==> src/rtl/led_pattern_gen_pkg.sv <==
// led_pattern_pkg: shared mode/state types and default widths for the LED pattern generator
package led_pattern_pkg;
  typedef enum logic [1:0] {
    MODE_OFF   = 2'd0,
    MODE_ON    = 2'd1,
    MODE_BLINK = 2'd2,
    MODE_BURST = 2'd3
  } mode_e;
  typedef enum logic {
    IDLE = 1'b0,
    RUN  = 1'b1
  } burst_state_e;
  localparam int DefNumCh = 4;
  localparam int DefCounterWidth = 16;
  localparam int DefPrescaleWidth = 8;
  localparam int DefBurstWidth = 8;
endpackage

==> src/rtl/led_channel.sv <==
// led_channel: one LED channel with period/duty counter, shadow config, burst FSM and output register
module led_channel
  import led_pattern_pkg::*;
#(
  parameter int CounterWidth = DefCounterWidth,
  parameter int BurstWidth = DefBurstWidth
) (
  input  logic                    clk,
  input  logic                    rst,
  input  logic                    tick,
  input  logic                    sync,
  input  mode_e                   mode,
  input  logic [CounterWidth-1:0] period,
  input  logic [CounterWidth-1:0] duty,
  input  logic [BurstWidth-1:0]   burst,
  input  logic                    start,
  output logic                    led,
  output logic                    busy,
  output logic                    done
);
  mode_e mode_q;
  burst_state_e state, state_n;
  logic [CounterWidth-1:0] cnt, cnt_n, sper, sper_n, sduty, sduty_n;
  logic [BurstWidth-1:0] bcnt, blen;
  logic enter_blink, launch, run, active, wrap, last, load, led_n;
  // The output is decided from next-state counter and shadows so led always matches cnt.
  always_comb begin
    enter_blink = mode == MODE_BLINK && mode_q != MODE_BLINK;
    launch = mode == MODE_BURST && state == IDLE && start && burst != '0;
    run = mode == MODE_BURST && state == RUN;
    active = (mode == MODE_BLINK && !enter_blink) || run;
    wrap = active && !sync && tick && cnt == sper;
    last = run && wrap && bcnt + BurstWidth'(1) == blen;
    load = enter_blink || launch || wrap || (active && sync);
    cnt_n = (!active || sync || wrap) ? '0 : tick ? cnt + CounterWidth'(1) : cnt;
    sper_n = load ? period : sper;
    sduty_n = load ? duty : sduty;
    state_n = (launch || (run && !last)) ? RUN : IDLE;
    led_n = mode == MODE_ON || ((mode == MODE_BLINK || state_n == RUN) && cnt_n < sduty_n);
  end
  always_ff @(posedge clk) begin
    if (rst) begin
      mode_q <= MODE_OFF;
      state <= IDLE;
      cnt <= '0;
      sper <= '0;
      sduty <= '0;
      bcnt <= '0;
      blen <= '0;
      led <= 1'b0;
      busy <= 1'b0;
      done <= 1'b0;
    end else begin
      mode_q <= mode;
      state <= state_n;
      cnt <= cnt_n;
      sper <= sper_n;
      sduty <= sduty_n;
      bcnt <= launch ? '0 : (run && wrap) ? bcnt + BurstWidth'(1) : bcnt;
      blen <= launch ? burst : blen;
      led <= led_n;
      busy <= state_n == RUN;
      done <= last;
    end
  end
endmodule

==> src/rtl/led_pattern_gen.sv <==
// led_pattern_gen: multi-channel LED pattern generator sharing one prescaler timebase.
// Define LED_PATTERN_SYNC_EN to add sync_i, which phase-aligns all running channels.
module led_pattern_gen
  import led_pattern_pkg::*;
#(
  parameter int NumCh = DefNumCh,
  parameter int CounterWidth = DefCounterWidth,
  parameter int PrescaleWidth = DefPrescaleWidth,
  parameter int BurstWidth = DefBurstWidth
) (
  input  logic                                clk_i,
  input  logic                                rst_i,
  input  logic                                en_i,
  input  logic [PrescaleWidth-1:0]            prescale_i,
  input  logic [NumCh-1:0][1:0]               mode_i,
  input  logic [NumCh-1:0][CounterWidth-1:0]  period_i,
  input  logic [NumCh-1:0][CounterWidth-1:0]  duty_i,
  input  logic [NumCh-1:0][BurstWidth-1:0]    burst_i,
  input  logic [NumCh-1:0]                    start_i,
`ifdef LED_PATTERN_SYNC_EN
  input  logic                                sync_i,
`endif
  output logic [NumCh-1:0]                    led_o,
  output logic [NumCh-1:0]                    busy_o,
  output logic [NumCh-1:0]                    done_o
);
  logic [PrescaleWidth-1:0] pre;
  logic sync, tick;
`ifdef LED_PATTERN_SYNC_EN
  assign sync = sync_i;
`else
  assign sync = 1'b0;
`endif
  assign tick = en_i && !sync && pre == prescale_i;
  always_ff @(posedge clk_i) begin
    if (rst_i) pre <= '0;
    else if (sync || tick) pre <= '0;
    else if (en_i) pre <= pre + PrescaleWidth'(1);
  end
  genvar i;
  for (i = 0; i < NumCh; i++) begin : g_ch
    led_channel #(
      .CounterWidth(CounterWidth),
      .BurstWidth(BurstWidth)
    ) u_ch (
      .clk(clk_i),
      .rst(rst_i),
      .tick(tick),
      .sync(sync),
      .mode(mode_e'(mode_i[i])),
      .period(period_i[i]),
      .duty(duty_i[i]),
      .burst(burst_i[i]),
      .start(start_i[i]),
      .led(led_o[i]),
      .busy(busy_o[i]),
      .done(done_o[i])
    );
  end
endmodule

==> config.mk <==
export PLATFORM = sky130hd
export DESIGN_NAME = led_pattern_gen
export DESIGN_NICKNAME = d
export VERILOG_FILES = /design/src/rtl/led_pattern_gen_pkg.sv /design/src/rtl/led_channel.sv /design/src/rtl/led_pattern_gen.sv
export SDC_FILE = /design/constraint.sdc
export NUM_CORES = 1
export LEC_CHECK = 0
export ABC_AREA = 1
export BUFFER_PORTS_ARGS = -buffer_cell sky130_fd_sc_hd__buf_2
export CAP_MARGIN = 20
export CORE_MARGIN = 10
export CORE_UTILIZATION = 59
export DETAILED_ROUTE_END_ITERATION = 8
export PLACE_DENSITY = 0.93
export SLEW_MARGIN = 20
export SYNTH_ARGS = -nofsm -noshare
export SYNTH_HDL_FRONTEND = slang
export SYNTH_SLANG_ARGS = --single-unit
export TNS_END_PERCENT = 30
==> constraint.sdc <==
create_clock -name clk_i -period 4.12 [get_ports clk_i]
set_input_delay 0.824 -clock clk_i [delete_from_list [all_inputs] [get_ports clk_i]]
set_output_delay 0.824 -clock clk_i [all_outputs]
set_load 0.02 [all_outputs]
==> reports/metrics.yaml, run 1 <==
status: "complete, no violations"
period_minus_slack_ns: 3.47
setup_viol: 0
r2r-start: "pre[6]"
drc_errors: 0
critical_path_arrival_ns: 3.97
cts_buffer_depth: 3
yosysUniqueCellTypes: 48
firstDrtPassIters: 5
crit_path_end_kind: "flip-flop"
critPathMostFrequentCell: "nand2_1"
final_common_cell: "nand2_1"
skew_ns: 0.00919
relSlewSlack_pct: 41.9
vdd_drop_max_uv: 369
port_buffers: 194
dp_hpwl_um: 31100
drive_gt1_share_pct: 12.6
fp-row-count: 59
power_density_nw_per_um2: 366
die_x_um: 183
slowest_stage: "dfxtp_1"
netlist_instances: 2217
postCtsSetupBuffers: 0
yosys.area_share.simple_pct: 29.4
antenna_cells: 0
viasPerCell: 5.48
required_ns: 4.62
synth.area.mux_share_pct: 3.85
regToRegSetupSlack_ns: 0.65
cts_root_buf: "clkbuf_16"
cts.sinks: 284
io_pins: 195
grt_max_degree: 154
cp_max_fo: 11
crit_type: "reg2reg"
synth_edf_count: 0
synth_top_family_by_area: "simple AND/OR/NAND/NOR gates"
grt_usage_pct: 24.0
post_drt_wl_per_cell_um: 15.2
drt_iter0_markers: 1225
min_path_type: "reg2reg"
drv_cap: 0
synth_xor_area_share_pct: 6.28
holdBufCountCts: 0
postSynthAreaPerCell_um2: 7.04
hold_depth: 2
globalplace.congestion: 0.946
start_util_pct: 59.9
htreeDepth: 1
placed_cells: 2683
synth-seq-area-share_pct: 36.4
grt.overflow.total: 0
grt_pass1_vias: 15004
syn_to_final_growth_pct: 13.9
clk-insertion-delay-late_ns: 0.56
die_height_um: 183
finalHoldViolations: 0
synth_ff_type: "dfxtp_1"
grt_antenna_before_repair: 0
cts-buffers-inserted: 30
leakage_nw: 7.96
rsz0062_at_grt: "false"
maxSlewViolCount: 0
cp_top_family: "simple AND/OR/NAND/NOR gates"
max_stage_delay_ns: 0.44
core_um2: 26100
syn-num-nets: 2469
ant_nets: 0
final_cell_mix: "nand2_1, nor2_1, dfxtp_1"
synthArstFlopShare_pct: 0
cts_tree: "done"
fin_crit_sh_pct: 84.2
grt_pass1_wl_um: 69500
synth_fa_ha_area_share_pct: 5.53
start_kind: "flip-flop"
rr_worst_depth: 22
worstReg2RegEnd: "g_ch[2].u_ch.led"
synth_compound_area_share_pct: 9.44
layout.nets: 2632
crit_chain: "inv_1 > nand2_1 > nand2_1 > nor2_1 > nand3_1 > nor2_4 > buf_4 > nand2_1 > nor4_1 > nand3_1 > nor2_1 > nor3_1 > ha_1 > a21oi_1 > nor2_1 > a211oi_1 > o21ai_0 > a31oi_1 > nand2_1 > inv_1 > nand2_1 > nand2_1"
fin_tns_setup_ns: 0
final_cells: 2735
critPathBufInv: 3
synth_area_um2: 15600
hp-start: "g_ch[1].u_ch.sper[1]"
whs_endpoint: "g_ch[1].u_ch.sper[1]"
routed-via-count: 15001
ys_warn_count: 0
clkTransAtPathRegs_ns: 0.06
postCtsResizedCells: 0
ys_ff_latch: 284
max_freq_mhz: 288
worst_pin_slew_ns: 0.871
die_area_um2: 33400
wirelength_um: 41600
==> Yosys cell counts, types with 2 or more instances <==
cell type,number,area share (%)
dfxtp_1,284,36
nand2_1,426,10
o21a_1,3,0.14
xor2_1,62,3.5
ha_1,69,5.5
or2_2,6,0.24
or4_1,2,0.096
a31oi_1,8,0.32
a211o_1,4,0.22
nor2_2,5,0.20
buf_1,5,0.12
o21ai_0,148,4.7
nand3_1,68,2.2
nor3_1,88,2.8
nand2_2,2,0.080
nand4_2,2,0.16
buf_6,4,0.29
nand3b_1,7,0.34
nor3_2,7,0.45
mux2i_1,60,3.8
clkinv_1,2,0.048
buf_4,16,0.77
buf_2,13,0.42
nor4_1,29,1.2
a21oi_1,99,3.2
clkbuf_1,45,1.1
nand4_1,45,1.8
inv_1,258,6.2
a211oi_1,11,0.53
nor3b_1,3,0.14
xnor2_1,50,2.8
inv_2,6,0.14
nor2_1,363,8.7
nor3_4,3,0.31
==> state kept, by name, summed over array words and instances (netlist names) <==
| signal | flops |
|---|---|
| g_ch.u_ch.bcnt | 32 |
| g_ch.u_ch.blen | 32 |
| g_ch.u_ch.busy | 4 |
| g_ch.u_ch.cnt | 64 |
| g_ch.u_ch.done | 4 |
| g_ch.u_ch.led | 4 |
| g_ch.u_ch.mode_q | 8 |
| g_ch.u_ch.sduty | 64 |
| g_ch.u_ch.sper | 64 |
| pre | 8 |
==> metrics by stage <==
stage | instance area, um2 | hold WS [ns] | power, mW | setup slack, ns | utilization (%)
floorplan | 15600 | 0.438 | 3.52 | 0.923 | -
global placement | 16800 | 0.452 | 3.73 | 0.285 | 64.3
detailed placement | 16800 | 0.464 | 3.77 | 0.189 | 64.3
CTS | 17800 | 0.470 | 6.52 | 0.637 | 68.2
global route | 17800 | 0.487 | 6.73 | 0.298 | 68.2
finish | 17800 | 0.471 | 6.50 | 0.651 | 68.2
==> layout make-up <==
cell class	instances	area, um2
timing repair buffer	215	1160
fill	2043	8290
clock buffer	43	911
clock inverter	9	100
sequential	284	5690
multi-input combinational	1583	8500
tap	335	419
inverter	266	998
==> logic make-up after synthesis <==
| kind of cell | count (synthesis) |
|---|---|
| adder cells (fa/ha/maj) | 69 |
| multiplexers | 60 |
| XOR/XNOR | 112 |
| buffers and inverters | 350 |
| flip-flops | 284 |
| AO/OA/AOI/OAI | 279 |
| AND/OR/NAND/NOR | 1063 |
==> worst max-delay path by stage <==
stage / cells past startpoint / endpoint / startpoint / slack, ns
CTS: 22 / g_ch[2].u_ch.led / pre[6] / 0.64
detailed placement: 23 / g_ch[2].u_ch.led / prescale_i[7] / 0.19
floorplan: 22 / g_ch[3].u_ch.led / prescale_i[0] / 0.92
global route: 25 / g_ch[1].u_ch.led / pre[5] / 0.30
global placement: 20 / g_ch[2].u_ch.led / mode_i[4] / 0.29
finish: 22 / g_ch[2].u_ch.led / pre[6] / 0.65
==> worst register-to-register path: stages (launching register included) <==
cell and delay, ns:
dfxtp_1 0.44, inv_1 0.09, nand2_1 0.07, nand2_1 0.05, nor2_1 0.09, nand3_1 0.16
nor2_4 0.32, buf_4 0.26, nand2_1 0.10, nor4_1 0.27, nand3_1 0.14, nor2_1 0.18
nor3_1 0.07, ha_1 0.31, a21oi_1 0.16, nor2_1 0.05, a211oi_1 0.17, o21ai_0 0.12
a31oi_1 0.14, nand2_1 0.07, inv_1 0.06, nand2_1 0.05, nand2_1 0.04
==> per-layer routing <==
| layer | vias to the layer above | GRT usage [%] | part of all wire (%) |
|---|---|---|---|
| li1 | 7484 | - | - |
| met1 | 6869 | 29.4 | 42 |
| met2 | 548 | 42.2 | 49 |
| met3 | 100 | 3.78 | 6.6 |
| met4 | 0 | 7.35 | 2.9 |
| met5 | - | 0 | 0 |
==> power by group <==
| part | switching [mW] | leakage [nW] | internal [mW] | total [mW] |
|---|---|---|---|---|
| registers | 0.0630 | 2.32 | 2.87 | 2.93 |
| clock network | 1.13 | 0.498 | 1.64 | 2.77 |
| logic | 0.489 | 5.14 | 0.310 | 0.799 |
(Power assumes the default switching activity.)
==> inputs of run 2 (changes only) <==
--- a/config.mk
+++ b/config.mk
@@ -5,13 +5,13 @@
 export SDC_FILE = /design/constraint.sdc
 export NUM_CORES = 1
 export LEC_CHECK = 0
-export ABC_AREA = 1
+export ABC_AREA = 0
 export BUFFER_PORTS_ARGS = -buffer_cell sky130_fd_sc_hd__buf_2
 export CAP_MARGIN = 20
 export CORE_MARGIN = 10
-export CORE_UTILIZATION = 59
+export CORE_UTILIZATION = 53
 export DETAILED_ROUTE_END_ITERATION = 8
-export PLACE_DENSITY = 0.93
+export PLACE_DENSITY = 0.89
 export SLEW_MARGIN = 20
 export SYNTH_ARGS = -nofsm -noshare
 export SYNTH_HDL_FRONTEND = slang
==> constraint.sdc (replaced) <==
create_clock -name clk_i -period 3 [get_ports clk_i]
set_input_delay 0.6 -clock clk_i [delete_from_list [all_inputs] [get_ports clk_i]]
set_output_delay 0.6 -clock clk_i [all_outputs]
set_load 0.02 [all_outputs]
==> reports/metrics.yaml, run 2 <==
drc_errors: 0
die_x_um: 184
violations: "setup timing"
start_kind: "flip-flop"
max_freq_mhz: 276
largestRegisters: "g_ch.u_ch.cnt x64, g_ch.u_ch.sduty x64, g_ch.u_ch.sper x64"
power_density_nw_per_um2: 473
rr_worst_depth: 17
htreeDepth: 1
start_util_pct: 53.5
wirelength_um: 40600
vdd_drop_max_uv: 446
cts_root_buf: "clkbuf_16"
period_minus_slack_ns: 3.62
syn_to_final_growth_pct: 32.1
final_cell_mix: "nor2_1, dfxtp_1, buf_4"
use_met1_pct: 25.8
core_um2: 26700
fin_area_um2: 18900
synth_commonest_cells: "nor2_1, dfxtp_1, mux2i_1"
grt_max_degree: 90
fin_crit_sh_pct: 121
grt_antenna_before_repair: 1
synth_area_um2: 14300
post_drt_wl_per_cell_um: 16.9
layout.nets: 2288
setup_viol: 4
worst_pin_slew_ns: 0.454
synth_ff_type: "dfxtp_1"
synth_top_area_share_pct: 39.8
status: "finished with violations"
met3_usage_pct: 4.27
ys_warn_count: 0
postSynthAreaPerCell_um2: 8.89
rsz0062_at_grt: "true"
crit_type: "reg2reg"
critical_path_arrival_ns: 4.08
final_cells: 2399
cp_max_fo: 4
grt_pass1_wl_um: 63900
crit_path_end_kind: "flip-flop"
pre_cts_slack_ns: -1.16
drive_gt1_share_pct: 30.1
finalHoldViolations: 0
total_power_mw: 8.94
drv_cap: 0
drt_iter0_markers: 701
netlist_instances: 1608
relSlewSlack_pct: 69.4
maxSlewViolCount: 0
critical_path.startpoint: "pre[6]"
clkTransAtPathRegs_ns: 0.06
regToRegSetupSlack_ns: -0.62
r2r-start: "pre[6]"
synthArstFlopShare_pct: 0
fin_tns_setup_ns: -2.23
cts-buffers-inserted: 30
grt.overflow.total: 0
globalplace.congestion: 0.918
slowest_stage: "or4_4"
postLayoutCoreUtil_pct: 70.7
viasPerCell: 5.45
clk-insertion-delay-late_ns: 0.56
worstReg2RegEnd: "g_ch[2].u_ch.led"
die_height_um: 184
placed_cell_area_um2: 17400
ys_top_cells_by_area: "dfxtp_1, mux2i_1, nor2_1"
routed-via-count: 13070
crit_end: "g_ch[2].u_ch.led"
synth_edf_count: 0
skew_ns: 0.0108
die_area_um2: 34000
whs_ns: 0.273
dp_hpwl_um: 29400
synth-seq-area-share_pct: 39.8
crit_chain: "xnor2_2 > nand4_1 > nor3_4 > buf_4 > buf_4 > buf_6 > nand4_1 > or2_4 > nor2_1 > xnor2_1 > nor2_1 > ha_1 > nand2_1 > or4_4 > a21oi_2 > o221ai_1 > and3_1"
io_pins: 195
leakage_nw: 8.39
synth_most_common_cell: "nor2_1"
fp-row-count: 60
firstDrtPassIters: 5
required_ns: 3.45
grt-busiest-layer: "met2"
layout_setup_ws_ns: -0.625
final_common_cell: "nor2_1"
syn-num-nets: 1860
grt_pass1_vias: 13537
max_stage_delay_ns: 0.52
ys_ff_latch: 284
port_buffers: 194
cts_buffer_depth: 3
placed_cells: 2325
ant_nets: 0
yosysUniqueCellTypes: 64
met2_usage_pct: 40.7
cts.sinks: 284
grt_usage_pct: 22.4
cts_tree: "done"
min_path_type: "in2reg"
yosysTopAreaCell: "dfxtp_1"
## run 2: worst max-delay path, delay by kind of cell (launching register included)
| kind | cells | cell delay [ns] |
|---|---|---|
| AND/OR/NAND/NOR | 9 | 1.96 |
| flip-flops | 1 | 0.35 |
| buffers and inverters | 3 | 0.35 |
| XOR/XNOR | 2 | 0.33 |
| adder cells (fa/ha/maj) | 1 | 0.30 |
| AO/OA/AOI/OAI | 2 | 0.24 |
## run 2: final cells by class
type | count | area (um2)
Multi-Input combinational cell | 1225 | 8500
Tap cell | 341 | 427
Inverter | 17 | 63.8
Clock buffer | 38 | 832
Antenna cell | 1 | 2.50
Timing Repair Buffer | 478 | 3210
Fill cell | 1853 | 7840
Clock inverter | 15 | 160
Sequential cell | 284 | 5690
## run 2: cells by family after synthesis
kind of cell / share of synthesized area (%)
AND/OR/NAND/NOR: 21.9
buffers and inverters: 3.23
AO/OA/AOI/OAI: 5.62
adder cells (fa/ha/maj): 6.04
flip-flops: 39.8
XOR/XNOR: 12.3
multiplexers: 11.1
## run 2: repair_timing
item / 4_1_cts / 5_1_grt
cloned: 0 / 1
setup endpoints to repair: 4 / 20
gates resized for setup: 16 / 55
hold buffers: 0 / 0
pin swaps: 14 / 28
setup buffers: 5 / 16
## run 2: worst min-delay path by stage
stage | endpoint | cells past startpoint | from | slack, ns
after floorplan | g_ch[3].u_ch.sduty[0] | 2 | g_ch[3].u_ch.sduty[0] | 0.46
after global placement | g_ch[3].u_ch.sper[0] | 2 | g_ch[3].u_ch.sper[0] | 0.46
after detailed placement | g_ch[3].u_ch.sper[3] | 2 | g_ch[3].u_ch.sper[3] | 0.47
after CTS | g_ch[0].u_ch.sper[13] | 3 | period_i[13] | 0.25
after global routing | g_ch[1].u_ch.sper[0] | 3 | period_i[16] | 0.27
final | g_ch[0].u_ch.sper[13] | 3 | period_i[13] | 0.27
## run 2: layer usage
| layer | vias up | routed length (um) |
|---|---|---|
| met4 | 0 | 1160 |
| met1 | 6182 | 16500 |
| met2 | 406 | 20600 |
| li1 | 6373 | - |
| met5 | - | 0 |
| met3 | 109 | 2280 |
## run 2: where the power goes
group          switching (mW)  internal [mW]
clock network            1.56           2.21
registers              0.0823           3.91
logic                   0.586          0.588
